<file path="config.mk">
export PLATFORM = sky130hd
export DESIGN_NAME = id_ex_stage_flat
export DESIGN_NICKNAME = d
export VERILOG_FILES = /design/src/rtl/mips_pipe_pkg.sv /design/src/rtl/id_ex_stage_if.sv /design/src/rtl/id_hazard_unit.sv /design/src/rtl/id_ex_stage.sv /design/src/flat_wrapper.sv
export SDC_FILE = /design/constraint.sdc
export NUM_CORES = 1
export LEC_CHECK = 0
export BUFFER_PORTS_ARGS = -buffer_cell sky130_fd_sc_hd__buf_2
export CAP_MARGIN = 10
export CORE_AREA = 2 2 141 143
export CTS_CLUSTER_SIZE = 14
export DETAILED_ROUTE_END_ITERATION = 6
export DIE_AREA = 0 0 143 145
export PLACE_DENSITY_LB_ADDON = 0.12
export SETUP_SLACK_MARGIN = 0.02
export SLEW_MARGIN = 30
export SYNTH_ARGS = -nofsm -noshare
export SYNTH_HDL_FRONTEND = slang
export SYNTH_SLANG_ARGS = --single-unit
</file>
<file path="constraint.sdc">
create_clock -name clk -period 2.2 [get_ports clk]
set_input_delay 0.11 -clock clk [delete_from_list [all_inputs] [get_ports clk]]
set_output_delay 0.11 -clock clk [all_outputs]
set_load 0.005 [all_outputs]
</file>
<file path="src/rtl/mips_pipe_pkg.sv">
// Shared MIPS pipeline definitions: control-bundle bit positions, the bubble
// control word, instruction field slices and the ID/EX update modes.
package mips_pipe_pkg;

    localparam int CTRL_REGWR    = 0;
    localparam int CTRL_MEMRD    = 1;
    localparam int CTRL_MEMWR    = 2;
    localparam int CTRL_MEMTOREG = 3;
    localparam int CTRL_ALUSRC   = 4;
    localparam int CTRL_REGDST   = 5;

    localparam logic [7:0] NOP_CTRL = 8'h00;

    localparam int RS_MSB  = 25;
    localparam int RS_LSB  = 21;
    localparam int RT_MSB  = 20;
    localparam int RT_LSB  = 16;
    localparam int RD_MSB  = 15;
    localparam int RD_LSB  = 11;
    localparam int IMM_MSB = 15;
    localparam int IMM_LSB = 0;

    typedef enum logic [1:0] {
        UPD_ADVANCE = 2'd0,
        UPD_STALL   = 2'd1,
        UPD_FLUSH   = 2'd2
    } upd_mode_e;

    function automatic logic [31:0] sign_ext16(input logic [15:0] v);
        return {{16{v[15]}}, v};
    endfunction

endpackage

</file>
<file path="src/rtl/id_ex_stage_if.sv">
// Signal bundle between decode (IF/ID, regfile, WB port) and the ID/EX stage.
// master = surrounding pipeline, slave = the id_ex_stage block.
interface id_ex_stage_if #(
    parameter int CTRL_W = 8,
    parameter int CNT_W  = 16
);
    logic              id_valid;
    logic [31:0]       id_instr;
    logic [31:0]       id_pc4;
    logic [CTRL_W-1:0] id_ctrl;
    logic              id_uses_rs;
    logic              id_uses_rt;
    logic [4:0]        rs_addr;
    logic [4:0]        rt_addr;
    logic [31:0]       rd1;
    logic [31:0]       rd2;
    logic              wb_regwr;
    logic [4:0]        wb_wraddr;
    logic [31:0]       wb_data;
    logic              ex_flush;
    logic              id_stall;
    logic              ex_valid;
    logic [CTRL_W-1:0] ex_ctrl;
    logic [31:0]       ex_pc4;
    logic [31:0]       ex_rs_val;
    logic [31:0]       ex_rt_val;
    logic [31:0]       ex_imm;
    logic [4:0]        ex_rs;
    logic [4:0]        ex_rt;
    logic [4:0]        ex_dst;
    logic [CNT_W-1:0]  stall_cycles;

    modport master (
        output id_valid, id_instr, id_pc4, id_ctrl, id_uses_rs, id_uses_rt,
        output rd1, rd2, wb_regwr, wb_wraddr, wb_data, ex_flush,
        input  rs_addr, rt_addr, id_stall,
        input  ex_valid, ex_ctrl, ex_pc4, ex_rs_val, ex_rt_val, ex_imm,
        input  ex_rs, ex_rt, ex_dst, stall_cycles
    );

    modport slave (
        input  id_valid, id_instr, id_pc4, id_ctrl, id_uses_rs, id_uses_rt,
        input  rd1, rd2, wb_regwr, wb_wraddr, wb_data, ex_flush,
        output rs_addr, rt_addr, id_stall,
        output ex_valid, ex_ctrl, ex_pc4, ex_rs_val, ex_rt_val, ex_imm,
        output ex_rs, ex_rt, ex_dst, stall_cycles
    );
endinterface

</file>
<file path="src/rtl/id_hazard_unit.sv">
// Load-use hazard detector: a load in EX whose destination feeds the ID
// instruction forces a one-cycle stall unless EX is flushing anyway.
module id_hazard_unit (
    input  logic       id_valid_i,
    input  logic       ex_valid_i,
    input  logic       ex_memrd_i,
    input  logic       ex_flush_i,
    input  logic       uses_rs_i,
    input  logic       uses_rt_i,
    input  logic [4:0] ex_dst_i,
    input  logic [4:0] rs_addr_i,
    input  logic [4:0] rt_addr_i,
    output logic       id_stall_o
);
    logic rs_match;
    logic rt_match;
    logic hazard;

    assign rs_match = uses_rs_i && (ex_dst_i == rs_addr_i);
    assign rt_match = uses_rt_i && (ex_dst_i == rt_addr_i);

    // $0 never carries a real value, so a load targeting it cannot cause a hazard
    assign hazard = id_valid_i && ex_valid_i && ex_memrd_i && (ex_dst_i != 5'd0)
                    && (rs_match || rt_match);

    assign id_stall_o = hazard && !ex_flush_i;
endmodule

</file>
<file path="src/rtl/id_ex_stage.sv">
// Decode-to-execute boundary: regfile read addressing with WB bypass,
// load-use stall, ID/EX pipeline register and a saturating stall counter.
module id_ex_stage
    import mips_pipe_pkg::*;
#(
    parameter int CTRL_W = 8,
    parameter int CNT_W  = 16
) (
    input  logic          clk,
    input  logic          rst_n,
    id_ex_stage_if.slave  bus
);
    logic [4:0]        rs_addr;
    logic [4:0]        rt_addr;
    logic [4:0]        dst_sel;
    logic [31:0]       op1;
    logic [31:0]       op2;
    logic              id_stall;
    upd_mode_e         upd_mode;
    logic              unused_opcode;

    logic              ex_valid_q,  ex_valid_d;
    logic [CTRL_W-1:0] ex_ctrl_q,   ex_ctrl_d;
    logic [31:0]       ex_pc4_q,    ex_pc4_d;
    logic [31:0]       ex_rs_val_q, ex_rs_val_d;
    logic [31:0]       ex_rt_val_q, ex_rt_val_d;
    logic [31:0]       ex_imm_q,    ex_imm_d;
    logic [4:0]        ex_rs_q,     ex_rs_d;
    logic [4:0]        ex_rt_q,     ex_rt_d;
    logic [4:0]        ex_dst_q,    ex_dst_d;
    logic [CNT_W-1:0]  cnt_q,       cnt_d;

    assign rs_addr = bus.id_instr[RS_MSB:RS_LSB];
    assign rt_addr = bus.id_instr[RT_MSB:RT_LSB];
    assign dst_sel = bus.id_ctrl[CTRL_REGDST] ? bus.id_instr[RD_MSB:RD_LSB]
                                              : bus.id_instr[RT_MSB:RT_LSB];
    assign unused_opcode = ^bus.id_instr[31:26];

    // The regfile only updates at the edge, so a same-cycle WB write must be forwarded
    assign op1 = (bus.wb_regwr && (bus.wb_wraddr != 5'd0) && (bus.wb_wraddr == rs_addr))
                 ? bus.wb_data : bus.rd1;
    assign op2 = (bus.wb_regwr && (bus.wb_wraddr != 5'd0) && (bus.wb_wraddr == rt_addr))
                 ? bus.wb_data : bus.rd2;

    id_hazard_unit u_hazard (
        .id_valid_i (bus.id_valid),
        .ex_valid_i (ex_valid_q),
        .ex_memrd_i (ex_ctrl_q[CTRL_MEMRD]),
        .ex_flush_i (bus.ex_flush),
        .uses_rs_i  (bus.id_uses_rs),
        .uses_rt_i  (bus.id_uses_rt),
        .ex_dst_i   (ex_dst_q),
        .rs_addr_i  (rs_addr),
        .rt_addr_i  (rt_addr),
        .id_stall_o (id_stall)
    );

    always_comb begin
        upd_mode = UPD_ADVANCE;
        if (bus.ex_flush) begin
            upd_mode = UPD_FLUSH;
        end else if (id_stall) begin
            upd_mode = UPD_STALL;
        end
    end

    // Flush and stall both insert an all-zero bubble
    always_comb begin
        ex_valid_d  = 1'b0;
        ex_ctrl_d   = CTRL_W'(NOP_CTRL);
        ex_pc4_d    = '0;
        ex_rs_val_d = '0;
        ex_rt_val_d = '0;
        ex_imm_d    = '0;
        ex_rs_d     = '0;
        ex_rt_d     = '0;
        ex_dst_d    = '0;
        if (upd_mode == UPD_ADVANCE) begin
            ex_valid_d  = bus.id_valid;
            ex_ctrl_d   = bus.id_valid ? bus.id_ctrl : CTRL_W'(NOP_CTRL);
            ex_pc4_d    = bus.id_pc4;
            ex_rs_val_d = op1;
            ex_rt_val_d = op2;
            ex_imm_d    = sign_ext16(bus.id_instr[IMM_MSB:IMM_LSB]);
            ex_rs_d     = rs_addr;
            ex_rt_d     = rt_addr;
            ex_dst_d    = dst_sel;
        end
    end

    always_comb begin
        cnt_d = cnt_q;
        if (id_stall && (cnt_q != {CNT_W{1'b1}})) begin
            cnt_d = cnt_q + CNT_W'(1);
        end
    end

    always_ff @(posedge clk or negedge rst_n) begin
        if (!rst_n) begin
            ex_valid_q  <= 1'b0;
            ex_ctrl_q   <= CTRL_W'(NOP_CTRL);
            ex_pc4_q    <= '0;
            ex_rs_val_q <= '0;
            ex_rt_val_q <= '0;
            ex_imm_q    <= '0;
            ex_rs_q     <= '0;
            ex_rt_q     <= '0;
            ex_dst_q    <= '0;
            cnt_q       <= '0;
        end else begin
            ex_valid_q  <= ex_valid_d;
            ex_ctrl_q   <= ex_ctrl_d;
            ex_pc4_q    <= ex_pc4_d;
            ex_rs_val_q <= ex_rs_val_d;
            ex_rt_val_q <= ex_rt_val_d;
            ex_imm_q    <= ex_imm_d;
            ex_rs_q     <= ex_rs_d;
            ex_rt_q     <= ex_rt_d;
            ex_dst_q    <= ex_dst_d;
            cnt_q       <= cnt_d;
        end
    end

    assign bus.rs_addr      = rs_addr;
    assign bus.rt_addr      = rt_addr;
    assign bus.id_stall     = id_stall;
    assign bus.ex_valid     = ex_valid_q;
    assign bus.ex_ctrl      = ex_ctrl_q;
    assign bus.ex_pc4       = ex_pc4_q;
    assign bus.ex_rs_val    = ex_rs_val_q;
    assign bus.ex_rt_val    = ex_rt_val_q;
    assign bus.ex_imm       = ex_imm_q;
    assign bus.ex_rs        = ex_rs_q;
    assign bus.ex_rt        = ex_rt_q;
    assign bus.ex_dst       = ex_dst_q;
    assign bus.stall_cycles = cnt_q;
endmodule

</file>
<file path="src/flat_wrapper.sv">
// flat-port wrapper written by rule: the top's interface ports become plain ports
module id_ex_stage_flat import mips_pipe_pkg::*;
#(
    parameter int CTRL_W = 8,
    parameter int CNT_W  = 16
)
  (clk, rst_n, bus_id_valid, bus_id_instr, bus_id_pc4, bus_id_ctrl, bus_id_uses_rs, bus_id_uses_rt, bus_rd1, bus_rd2, bus_wb_regwr, bus_wb_wraddr, bus_wb_data, bus_ex_flush, bus_rs_addr, bus_rt_addr, bus_id_stall, bus_ex_valid, bus_ex_ctrl, bus_ex_pc4, bus_ex_rs_val, bus_ex_rt_val, bus_ex_imm, bus_ex_rs, bus_ex_rt, bus_ex_dst, bus_stall_cycles);
  id_ex_stage_if #(.CTRL_W(CTRL_W), .CNT_W(CNT_W)) bus_i ();
  input  logic clk;
  input  logic rst_n;
  input wire logic [$bits(bus_i.id_valid)-1:0] bus_id_valid;
  input wire logic [$bits(bus_i.id_instr)-1:0] bus_id_instr;
  input wire logic [$bits(bus_i.id_pc4)-1:0] bus_id_pc4;
  input wire logic [$bits(bus_i.id_ctrl)-1:0] bus_id_ctrl;
  input wire logic [$bits(bus_i.id_uses_rs)-1:0] bus_id_uses_rs;
  input wire logic [$bits(bus_i.id_uses_rt)-1:0] bus_id_uses_rt;
  input wire logic [$bits(bus_i.rd1)-1:0] bus_rd1;
  input wire logic [$bits(bus_i.rd2)-1:0] bus_rd2;
  input wire logic [$bits(bus_i.wb_regwr)-1:0] bus_wb_regwr;
  input wire logic [$bits(bus_i.wb_wraddr)-1:0] bus_wb_wraddr;
  input wire logic [$bits(bus_i.wb_data)-1:0] bus_wb_data;
  input wire logic [$bits(bus_i.ex_flush)-1:0] bus_ex_flush;
  output wire logic [$bits(bus_i.rs_addr)-1:0] bus_rs_addr;
  output wire logic [$bits(bus_i.rt_addr)-1:0] bus_rt_addr;
  output wire logic [$bits(bus_i.id_stall)-1:0] bus_id_stall;
  output wire logic [$bits(bus_i.ex_valid)-1:0] bus_ex_valid;
  output wire logic [$bits(bus_i.ex_ctrl)-1:0] bus_ex_ctrl;
  output wire logic [$bits(bus_i.ex_pc4)-1:0] bus_ex_pc4;
  output wire logic [$bits(bus_i.ex_rs_val)-1:0] bus_ex_rs_val;
  output wire logic [$bits(bus_i.ex_rt_val)-1:0] bus_ex_rt_val;
  output wire logic [$bits(bus_i.ex_imm)-1:0] bus_ex_imm;
  output wire logic [$bits(bus_i.ex_rs)-1:0] bus_ex_rs;
  output wire logic [$bits(bus_i.ex_rt)-1:0] bus_ex_rt;
  output wire logic [$bits(bus_i.ex_dst)-1:0] bus_ex_dst;
  output wire logic [$bits(bus_i.stall_cycles)-1:0] bus_stall_cycles;
  assign bus_i.id_valid = bus_id_valid;
  assign bus_i.id_instr = bus_id_instr;
  assign bus_i.id_pc4 = bus_id_pc4;
  assign bus_i.id_ctrl = bus_id_ctrl;
  assign bus_i.id_uses_rs = bus_id_uses_rs;
  assign bus_i.id_uses_rt = bus_id_uses_rt;
  assign bus_i.rd1 = bus_rd1;
  assign bus_i.rd2 = bus_rd2;
  assign bus_i.wb_regwr = bus_wb_regwr;
  assign bus_i.wb_wraddr = bus_wb_wraddr;
  assign bus_i.wb_data = bus_wb_data;
  assign bus_i.ex_flush = bus_ex_flush;
  assign bus_rs_addr = bus_i.rs_addr;
  assign bus_rt_addr = bus_i.rt_addr;
  assign bus_id_stall = bus_i.id_stall;
  assign bus_ex_valid = bus_i.ex_valid;
  assign bus_ex_ctrl = bus_i.ex_ctrl;
  assign bus_ex_pc4 = bus_i.ex_pc4;
  assign bus_ex_rs_val = bus_i.ex_rs_val;
  assign bus_ex_rt_val = bus_i.ex_rt_val;
  assign bus_ex_imm = bus_i.ex_imm;
  assign bus_ex_rs = bus_i.ex_rs;
  assign bus_ex_rt = bus_i.ex_rt;
  assign bus_ex_dst = bus_i.ex_dst;
  assign bus_stall_cycles = bus_i.stall_cycles;
  id_ex_stage #(.CTRL_W(CTRL_W), .CNT_W(CNT_W)) u_core (.clk(clk), .rst_n(rst_n), .bus(bus_i));
endmodule
</file>
==> impl_metrics.env, run 1 <==
export IMPL_outcome="finished clean"
export IMPL_gr_total_overflow=0
export IMPL_combPwrFrac_pct=14.4
export IMPL_synthArstFlopShare_pct=100
export IMPL_pwr_share_seq_pct=43.2
export IMPL_grt_usage_pct=20.2
export IMPL_critPathLaunchType="register"
export IMPL_io_pins=359
export IMPL_synth_edf_count=0
export IMPL_avgSynthCellArea_um2=11.3
export IMPL_final_common_cell="buf_2"
export IMPL_final_util_pct=55.7
export IMPL_row_count=51
export IMPL_irDropWorstVdd_v=0.000522
export IMPL_max_clock_path_buffers=2
export IMPL_htree_levels=4
export IMPL_holdWs_ns=0.0484
export IMPL_finalSetupViolCount=0
export IMPL_drcViolationCount=0
export IMPL_synth_cell_type_count=38
export IMPL_grt_max_degree=70
export IMPL_hold_violations=0
export IMPL_cts_tree="built"
export IMPL_vias=5874
export IMPL_cp_max_fo=69
export IMPL_yosysWarnings=0
export IMPL_slew_violations=0
export IMPL_synth_main_ff_cell="dfrtp_1"
export IMPL_synth_cells=550
export IMPL_area_growth_pct=72.0
export IMPL_drt_initial_drc_count=161
export IMPL_p_sw_share_pct=25.8
export IMPL_gp_congestion=0.801
export IMPL_grt_pass1_wl_um=32600
export IMPL_cp_required_ns=2.54
export IMPL_path_clk_slew_ns=0.07
export IMPL_period_needed_ns=2.07
export IMPL_fin_skew_ns=0.00815
export IMPL_max_freq_mhz=483
export IMPL_leakage_uw=0.00546
export IMPL_min_period_over_period_pct=94.1
export IMPL_final_cell_mix="buf_2 (351), dlygate4sd3_1 (184), dfrtp_1 (152)"
export IMPL_clk_latency_ns=0.42
export IMPL_intPower_uw=5100
export IMPL_rsz0062_at_grt="no"
export IMPL_cts_root_buf="clkbuf_16"
export IMPL_cts_inserted_buffers=17
export IMPL_grt_pass1_vias=6243
export IMPL_io_buffer_count=352
export IMPL_setup_tns_ns=0
export IMPL_antenna_left=0
export IMPL_clkSinkCount=152
export IMPL_hold_path_class="in -> reg"
export IMPL_crit_type="reg -> reg"
export IMPL_die_area_mm2=0.0207
export IMPL_crit_arrival_ns=2.41
export IMPL_core_mm2=0.0192
export IMPL_clkPwrFrac_pct=42.5
export IMPL_drive_above_1_share_pct=38.7
export IMPL_die_h_um=145
export IMPL_antenna_found_initial=0
export IMPL_powerDensity_mw_per_mm2=643
export IMPL_tightest_slew_ns=0.561
export IMPL_power_switching_uw=1770
export IMPL_synth_seq_cells=152
export IMPL_drt_pass1_iterations=4
export IMPL_wire_per_inst_um=15.5
export IMPL_syn_area_mm2=0.00622
export IMPL_nets=1257
export IMPL_maxCapViolations=0
export IMPL_relSlewSlack_pct=62.2
export IMPL_fp_dieW_um=143
export IMPL_synth_net_count=731
export IMPL_vias_per_cell=4.34
export IMPL_crit_path_end_kind="register"
export IMPL_dp_hpwl_um=13500
export IMPL_wirelength_um=21000
export IMPL_diodes=0
export IMPL_initial_utilization_pct=32.4
export IMPL_yosysSeqAreaShare_pct=61.1
## registers in the layout (all words and copies together), names as in the netlist
name	cells
u_core.bus.ex_ctrl	8
u_core.bus.ex_dst	5
u_core.bus.ex_imm	16
u_core.bus.ex_pc4	32
u_core.bus.ex_rs	5
u_core.bus.ex_rs_val	32
u_core.bus.ex_rt	5
u_core.bus.ex_rt_val	32
u_core.bus.ex_valid	1
u_core.bus.stall_cycles	16
## cells in the mapped netlist (all sizes together), types with 2 or more instances
master | instances | area share [%]
nor3 | 4 | 0.32
nand2b | 2 | 0.20
mux2 | 3 | 0.54
nor4 | 2 | 0.30
and3 | 5 | 0.50
xor2 | 2 | 0.28
xnor2 | 31 | 4.4
clkbuf | 12 | 0.76
a21oi | 35 | 2.9
nand2 | 73 | 4.4
dfrtp | 152 | 61
nand4 | 12 | 1.2
nor2 | 42 | 2.5
or4 | 2 | 0.24
mux2i | 37 | 6.0
and2 | 67 | 6.7
nand3 | 13 | 1.0
buf | 42 | 4.7
## layer usage
| metal | part of all wire (%) | up-vias | GRT usage [%] | routed length, µm |
|---|---|---|---|---|
| met3 | 6.2 | 36 | 5.64 | 1300 |
| met1 | 39 | 2792 | 22.3 | 8180 |
| li1 | - | 2825 | - | - |
| met2 | 52 | 221 | 36.1 | 11000 |
| met4 | 2.5 | 0 | 7.97 | 531 |
| met5 | 0 | - | 0 | 0 |
## logic make-up after synthesis
kind of cell	Yosys count	share of synthesized area, %
AND/OR/NAND/NOR	228	18.3
adder cells (fa/ha/maj)	1	0.201
AO/OA/AOI/OAI	41	3.70
flip-flops	152	61.1
buffers and inverters	55	5.57
multiplexers	40	6.50
XOR/XNOR	33	4.65
## path summary, 6_finish.rpt
check                           slack [ns]                                    from                                      to  cells past startpoint
worst max-delay path                  0.13          u_core.bus.ex_dst[2]$_DFF_PN0_      u_core.bus.ex_rs_val[12]$_DFF_PN0_                      5
worst min-delay path                  0.05                        bus_id_instr[20]          u_core.bus.ex_dst[4]$_DFF_PN0_                      3
worst max register to register        0.13          u_core.bus.ex_dst[2]$_DFF_PN0_      u_core.bus.ex_rs_val[12]$_DFF_PN0_                      5
worst min register to register        0.50  u_core.bus.stall_cycles[5]$_DFFE_PN0P_  u_core.bus.stall_cycles[5]$_DFFE_PN0P_                      1
max in group asynchronous             1.30                                   rst_n           u_core.bus.ex_rt[3]$_DFF_PN0_                      3
min in group asynchronous             0.23                                   rst_n          u_core.bus.ex_pc4[4]$_DFF_PN0_                      2
## stage by stage
step                worst slack, ns  std cells  instance area, µm²  total power (µW)
global route                 0.0507       1354               10700              7180
detailed placement            0.101       1131                8200              3730
CTS                          0.0441       1349               10700              6950
global placement              0.126       1131                8200              3730
floorplan                     0.271        550                6220              3290
finish                        0.131       1354               10700              6880
## area by class of cell
type	count	area [µm²]
repair buffers	561	3860
flip-flops and latches	152	3800
clock inverters	15	155
fillers	1672	8510
inverters	1	3.75
multi-input cells	343	2120
clock buffers	17	425
well taps	265	332
## repair_timing
item	4_1_cts	5_1_grt
hold buffers	184	0
gates resized for setup	5	1
buffers inserted	3	5
hold endpoints to repair	182	0
cloned	0	0
pin swaps	2	2
endpoints found under the setup margin	1	23
## worst max-delay path, cell delays in order (launching register included)
cell and delay, ns:
dfrtp_1 0.40, or4_4 0.57, o2111a_1 0.31, a21o_2 0.25
buf_12 0.18, a21oi_1 0.21
## power groups by stage
stage          registers [µW]  logic [µW]  clock network, µW
3_3_place_gp             3020         709                  0
4_1_cts                  2970         986               3000
6_report                 2970         989               2920
3_5_place_dp             3020         710                  0
5_1_grt                  2980        1090               3110
2_1_floorplan            3040         248                  0
Power figures use the tool's default switching activity.
==> inputs of run 2 (changes only) <==
BUFFER_PORTS_ARGS = unset   (was -buffer_cell sky130_fd_sc_hd__buf_2)
CORE_AREA = unset   (was 2 2 141 143)
CORE_MARGIN = 2   (was unset)
CORE_UTILIZATION = 25   (was unset)
DIE_AREA = unset   (was 0 0 143 145)
DONT_BUFFER_PORTS = 1   (was unset)
==> run 2 against run 1 <==
Compared with the run above:
- synthesized cell count unchanged
- synthesized area stayed put
- the run now fails in clock tree synthesis (4_1_cts)
==> impl_metrics.env, run 2 <==
export IMPL_synth_cells=550
export IMPL_synth_seq_cells=152
export IMPL_io_buffer_count=0
export IMPL_cts_setup_buffers=0
export IMPL_synth_net_count=731
export IMPL_fp_dieW_um=162
export IMPL_synth_most_common_cell="dfrtp_1"
export IMPL_initial_utilization_pct=25.5
export IMPL_stop_error="[ERROR RSZ-0060] Max buffer count reached."
export IMPL_clkSinkCount=152
export IMPL_synth_top_area_share_pct=61.1
export IMPL_synth_main_ff_cell="dfrtp_1"
export IMPL_placed_cell_area_mm2=0.00647
export IMPL_avgSynthCellArea_um2=11.3
export IMPL_row_count=57
export IMPL_synth_top_family_by_area="simple AND/OR/NAND/NOR gates"
export IMPL_die_h_um=162
export IMPL_syn_area_mm2=0.00622
export IMPL_lastStage="clock tree synthesis (4_1_cts)"
export IMPL_ctsResizeCount=0
export IMPL_synth_area_top_cells="dfrtp_1 (61%), and2_1 (6.7%), mux2i_1 (6.0%), nand2_1 (4.4%), xnor2_1 (4.4%)"
export IMPL_cts_inserted_buffers=17
export IMPL_cts_root_buf="clkbuf_16"
export IMPL_yosysSeqAreaShare_pct=61.1
export IMPL_yosys_top_cells_count="dfrtp_1 (152), nand2_1 (73), and2_1 (67)"
export IMPL_outcome="aborted with a tool error"
export IMPL_max_clock_path_buffers=2
export IMPL_synth_compound_area_share_pct=3.70
export IMPL_synth_xor_area_share_pct=4.65
export IMPL_io_pins=359
export IMPL_dp_hpwl_um=13100
export IMPL_synth_top_area_cell="dfrtp_1"
export IMPL_synth_edf_count=0
export IMPL_htree_levels=4
export IMPL_yosysWarnings=0
export IMPL_synth_cell_type_count=38
export IMPL_gp_congestion=0.775
export IMPL_hold_buffers=174
export IMPL_synthMuxAreaShare_pct=6.50
export IMPL_synthSimpleGateAreaFrac_pct=18.3
export IMPL_synthAdderAreaFrac_pct=0.201
export IMPL_synthArstFlopShare_pct=100
## run 2: cell counts after synthesis
No cell type changed its count.
## run 2: logic make-up after synthesis
family / count (synthesis)
xor+xnor: 33
mux: 40
compound gates: 41
buf+inv: 55
flops: 152
fa+ha+maj: 1
simple gates: 228
## run 2: through the flow
step	instances	worst slack [ns]	util [%]	hold slack, ns
floorplan	550	0.271	-	-0.186
global placement	834	0.185	26.5	-0.183
detailed placement	834	0.148	26.5	-0.184
==> inputs of run 3 (changes only) <==
CORE_UTILIZATION = 20   (was 25)
CTS_CLUSTER_SIZE = unset   (was 14)
PLACE_DENSITY_LB_ADDON = 0.15   (was 0.12)
SETUP_SLACK_MARGIN = unset   (was 0.02)
==> run 3 against run 2 <==
Compared with the run above:
- the flow now finishes, with violations (negative hold slack)
==> impl_metrics.env, run 3 (synthesis results as in run 1) <==
export IMPL_outcome="complete, but fails checks"
export IMPL_failed_checks="negative hold slack"
export IMPL_wire_per_inst_um=18.3
export IMPL_cp_max_fo=52
export IMPL_antenna_found_initial=2
export IMPL_clkSinkCount=152
export IMPL_grt_pass1_vias=5240
export IMPL_dp_hpwl_um=13400
export IMPL_powerDensity_mw_per_mm2=728
export IMPL_cts_tree="built"
export IMPL_wirelength_um=20700
export IMPL_final_common_cell="dlygate4sd3_1"
export IMPL_finalSetupViolCount=0
export IMPL_grt_pass1_wl_um=31500
export IMPL_die_area_mm2=0.0325
export IMPL_io_pins=359
export IMPL_io_buffer_count=0
export IMPL_crit_arrival_ns=2.43
export IMPL_grt_usage_pct=12.7
export IMPL_drt_pass1_iterations=4
export IMPL_final_util_pct=29.7
export IMPL_cts_inserted_buffers=17
export IMPL_drt_initial_drc_count=219
export IMPL_setup_tns_ns=0
export IMPL_die_h_um=180
export IMPL_antenna_left=0
export IMPL_final_cell_mix="dlygate4sd3_1 (186), dfrtp_1 (152), nand2_1 (73)"
export IMPL_max_clock_path_buffers=2
export IMPL_drcViolationCount=0
export IMPL_holdWs_ns=-0.614
export IMPL_fin_skew_ns=0.0109
export IMPL_nets=904
export IMPL_leakage_uw=0.00390
export IMPL_cts_setup_buffers=0
export IMPL_area_growth_pct=45.9
export IMPL_fp_dieW_um=180
export IMPL_period_needed_ns=2.10
export IMPL_vias=4731
export IMPL_hold_buffers=186
export IMPL_gr_total_overflow=0
export IMPL_row_count=64
export IMPL_drive_above_1_share_pct=8.19
export IMPL_crit_path_end_kind="register"
export IMPL_cts_root_buf="clkbuf_16"
export IMPL_irDropWorstVdd_v=0.000485
export IMPL_htree_levels=4
export IMPL_initial_utilization_pct=20.3
export IMPL_maxCapViolations=0
export IMPL_max_freq_mhz=475
export IMPL_hold_violations=152
export IMPL_tightest_slew_ns=0.761
export IMPL_gp_congestion=0.797
export IMPL_relSlewSlack_pct=49.3
export IMPL_path_clk_slew_ns=0.07
export IMPL_rsz0062_at_grt="no"
export IMPL_core_mm2=0.0306
export IMPL_clk_latency_ns=0.42
export IMPL_vias_per_cell=4.19
export IMPL_slew_violations=0
export IMPL_cp_required_ns=2.53
export IMPL_grt_max_degree=153
export IMPL_critPathLaunchType="register"
export IMPL_min_period_over_period_pct=95.6
export IMPL_hold_path_class="in -> async"
export IMPL_crit_type="reg -> reg"
==> run 3: layout make-up <==
type / count / area, µm²
timing repair buffer: 208 / 2080
antenna: 1 / 2.50
sequential: 152 / 3800
multi-input combinational: 343 / 2110
inverter: 1 / 3.75
fill: 3109 / 21500
tap: 396 / 495
clock inverter: 8 / 123
clock buffer: 21 / 460
==> run 3: stage by stage <==
stage | cells | cell area [µm²] | total power, µW | hold WS, ns | setup slack, ns
after detailed placement | 914 | 6610 | 3370 | -0.182 | 0.114
after floorplan | 550 | 6220 | 3290 | -0.186 | 0.271
after global routing | 1130 | 9080 | 6910 | -0.657 | 0.00324
after CTS | 1129 | 9060 | 6700 | -0.646 | 0.00275
final | 1130 | 9080 | 6610 | -0.614 | 0.0969
after global placement | 914 | 6610 | 3370 | -0.182 | 0.153
==> run 3: final timing paths <==
| path | cells past startpoint | to | start | slack (ns) |
|---|---|---|---|---|
| worst max-delay path | 6 | u_core.bus.ex_rs_val[20]$_DFF_PN0_ | u_core.bus.ex_dst[1]$_DFF_PN0_ | 0.1 |
| worst min-delay path | 0 | u_core.bus.ex_pc4[17]$_DFF_PN0_ | rst_n | -0.61 |
| worst max register to register | 6 | u_core.bus.ex_rs_val[20]$_DFF_PN0_ | u_core.bus.ex_dst[1]$_DFF_PN0_ | 0.1 |
| worst min register to register | 1 | u_core.bus.stall_cycles[5]$_DFFE_PN0P_ | u_core.bus.stall_cycles[5]$_DFFE_PN0P_ | 0.55 |
| max in group asynchronous | 0 | u_core.bus.ex_imm[7]$_DFF_PN0_ | rst_n | 2.61 |
| min in group clk | 3 | u_core.bus.ex_imm[3]$_DFF_PN0_ | bus_ex_flush | 0.06 |
==> run 3: repair_timing <==
action	in CTS	in global routing
endpoints found under the hold margin	288	152
gates resized for setup	1	4
setup endpoints to repair	1	1
==> run 3: routing by layer <==
metal	global-route usage [%]	vias to the layer above	share of wire (%)
li1	-	2107	-
met1	14.0	2351	38
met2	22.2	232	52
met3	4.37	39	7.2
met4	5.74	2	2.9
met5	0	-	0.063
==> run 3: worst max-delay path, cell delays in order (launching register included) <==
cell      delay, ns
dfrtp_1        0.38
or4_4          0.57
o2111a_1       0.27
a21o_2         0.23
buf_12         0.17
buf_12         0.19
a21oi_1        0.15
==> run 3: power breakdown <==
group          switching, µW  total, µW  internal, µW
clock network           1170       3000          1830
logic                    220        583           362
registers               98.4       3030          2930
==> inputs of run 4 (changes only) <==
SYNTH_HIERARCHICAL = 1   (was unset)
==> run 4 against run 3 <==
Compared with the run above:
- the run ends with negative hold slack, negative setup slack left
- clock power is essentially flat
- wire length grew 4.9%
- final area grew 5.2%
- largest cell class unchanged
- highest routed layer is now met4
==> impl_metrics.env, run 4 <==
export IMPL_outcome="complete, but fails checks"
export IMPL_failed_checks="negative hold slack, negative setup slack"
export IMPL_final_common_cell="dlygate4sd3_1"
export IMPL_cp_max_fo=19
export IMPL_initial_utilization_pct=20.2
export IMPL_core_mm2=0.0313
export IMPL_drcViolationCount=0
export IMPL_io_pins=359
export IMPL_intPower_uw=5140
export IMPL_period_needed_ns=2.29
export IMPL_powerDensity_mw_per_mm2=703
export IMPL_clk_latency_ns=0.42
export IMPL_hold_buffers=164
export IMPL_total_power_uw=6720
export IMPL_gp_congestion=0.760
export IMPL_final_util_pct=30.5
export IMPL_yosys_top_cells_count="dfrtp_1 (152), nand2_1 (99), mux2i_1 (70)"
export IMPL_die_h_um=182
export IMPL_irDropWorstVdd_v=0.000494
export IMPL_power_switching_uw=1570
export IMPL_synth_top_area_share_pct=60.1
export IMPL_cp_required_ns=2.51
export IMPL_synth_edf_count=0
export IMPL_diodes=0
export IMPL_rsz0062_at_grt="yes"
export IMPL_synth_most_common_cell="dfrtp_1"
export IMPL_crit_path_end_kind="register"
export IMPL_area_growth_pct=51.0
export IMPL_syn_area_mm2=0.00633
export IMPL_yosysSeqAreaShare_pct=60.1
export IMPL_drive_above_1_share_pct=20.1
export IMPL_postLayoutCellArea_mm2=0.00955
export IMPL_synth_area_top_cells="dfrtp_1 (60%), mux2i_1 (11%), and2_1 (5.9%), nand2_1 (5.9%), buf_4 (3.1%)"
export IMPL_synthArstFlopShare_pct=100
export IMPL_fin_skew_ns=0.0144
export IMPL_hold_violations=152
export IMPL_tightest_slew_ns=0.693
export IMPL_row_count=65
export IMPL_cts_inserted_buffers=17
export IMPL_slew_violations=0
export IMPL_crit_arrival_ns=2.59
export IMPL_vias_per_cell=4.11
export IMPL_htree_levels=4
export IMPL_avgSynthCellArea_um2=11.9
export IMPL_antenna_left=0
export IMPL_crit_type="reg -> reg"
export IMPL_synth_cells=531
export IMPL_fin_cells=1115
export IMPL_drt_initial_drc_count=166
export IMPL_vias=4584
export IMPL_dp_cells=903
export IMPL_nets=881
export IMPL_maxCapViolations=0
export IMPL_preCtsSetupSlack_ns=-0.156
export IMPL_placed_cell_area_mm2=0.00670
export IMPL_grt_usage_pct=12.1
export IMPL_grt_pass1_wl_um=30200
export IMPL_combPwrFrac_pct=10.1
export IMPL_cts_tree="built"
export IMPL_path_clk_slew_ns=0.07
export IMPL_hold_path_class="in -> async"
export IMPL_antenna_found_initial=0
export IMPL_grt_pass1_vias=5074
export IMPL_final_cell_mix="dlygate4sd3_1 (164), dfrtp_1 (152), mux2i_1 (67)"
export IMPL_synth_main_ff_cell="dfrtp_1"
export IMPL_p_sw_share_pct=23.4
export IMPL_io_buffer_count=0
export IMPL_clkPwrFrac_pct=44.8
export IMPL_gr_total_overflow=0
export IMPL_synth_net_count=712
export IMPL_grt_max_degree=153
export IMPL_dp_hpwl_um=13000
export IMPL_timing_final_ws_setup_ns=-0.0872
export IMPL_pwr_share_seq_pct=45.0
export IMPL_min_period_over_period_pct=104
export IMPL_yosysWarnings=6
export IMPL_finalSetupViolCount=99
export IMPL_clkSinkCount=152
export IMPL_critPathLaunchType="register"
export IMPL_die_area_mm2=0.0331
export IMPL_wirelength_um=21800
export IMPL_max_clock_path_buffers=2
export IMPL_holdWs_ns=-0.618
export IMPL_relSlewSlack_pct=53.8
export IMPL_wire_per_inst_um=19.5
export IMPL_fp_dieW_um=182
export IMPL_synth_seq_cells=152
export IMPL_synth_top_area_cell="dfrtp_1"
export IMPL_synth_cell_type_count=37
export IMPL_cts_root_buf="clkbuf_16"
export IMPL_max_freq_mhz=437
export IMPL_leakage_uw=0.00447
export IMPL_drt_pass1_iterations=6
run 4: changes by cell type after synthesis, sizes merged, moves of 6 or more:
cell,before,now
a21oi,35,1
and2,67,60
and3,5,11
buf,42,34
mux2i,37,70
nand2,73,99
nor2,42,11
xnor2,31,14
xor2,2,18
run 4: power groups by stage:
stage          clock network, µW  registers [µW]  logic (µW)
2_1_floorplan                  0            3040         259
3_3_place_gp                   0            3080         290
3_5_place_dp                   0            3080         302
4_1_cts                     3120            3030         555
5_1_grt                     3250            3040         739
6_report                    3010            3020         681
run 4: cells by family (layout without fill, tap and decap cells):
| family | count (synthesis) | in the layout | share of synthesized area [%] |
|---|---|---|---|
| adders and majority gates | 1 | 1 | 0.198 |
| buffers and inverters | 53 | 235 | 5.66 |
| DFF | 152 | 152 | 60.1 |
| and+or+nand+nor | 215 | 215 | 17.1 |
| AOI/OAI and AO/OA | 7 | 7 | 1.19 |
| xor gates and xnor gates | 32 | 32 | 4.43 |
| muxes | 71 | 71 | 11.3 |
run 4: metal layers:
metal / track usage [%] / part of all wire (%) / vias up
met5: 0 / 0 / -
met4: 5.16 / 2.0 / 0
met3: 4.65 / 7.6 / 30
met2: 21.3 / 53 / 225
met1: 12.9 / 38 / 2271
li1: - / - / 2058
run 4: final cells by class:
type	instances	area, µm²
clock buffers	20	447
flip-flops and latches	152	3800
inverters	2	7.51
multi-input cells	326	2510
fillers	3145	21800
repair buffers	201	2120
clock inverters	12	151
well taps	402	503
run 4: worst paths after layout:
kind,startpoint,to,slack (ns),cells past startpoint
max,u_core/bus.ex_dst[4]$_DFF_PN0_,u_core/bus.ex_imm[14]$_DFF_PN0_,-0.09,10
min in group clk,bus_ex_flush,u_core/bus.ex_rs_val[3]$_DFF_PN0_,0.10,4
max in group asynchronous,rst_n,u_core/bus.ex_rt_val[14]$_DFF_PN0_,2.53,0
min,rst_n,u_core/bus.stall_cycles[6]$_DFFE_PN0P_,-0.62,0
max reg2reg,u_core/bus.ex_dst[4]$_DFF_PN0_,u_core/bus.ex_imm[14]$_DFF_PN0_,-0.09,10
min reg2reg,u_core/bus.stall_cycles[6]$_DFFE_PN0P_,u_core/bus.stall_cycles[6]$_DFFE_PN0P_,0.54,1
run 4: critical path: stages, from the launching register on:
cell and delay, ns:
dfrtp_1 0.41, xor2_1 0.15, nor4_1 0.28, nand3_1 0.16, a221oi_4 0.34, buf_6 0.19
nor2_4 0.08, buf_12 0.13, buf_6 0.11, buf_12 0.14, and2_1 0.15
run 4: stage by stage:
step,TNS (ns),hold WS [ns]
after floorplan,-0.00480,-0.186
after global placement,-11.98,-0.182
after detailed placement,-11.64,-0.182
after CTS,-9.14,-0.652
after global routing,-16.63,-0.656
final,-4.45,-0.618
run 4: what timing repair did:
action | in CTS | in global routing
endpoints found under the setup margin | 146 | 148
resized for setup | 18 | 87
gates cloned | 0 | 8
setup buffers | 2 | 6
endpoints found under the hold margin | 288 | 152
pin swaps | 16 | 32
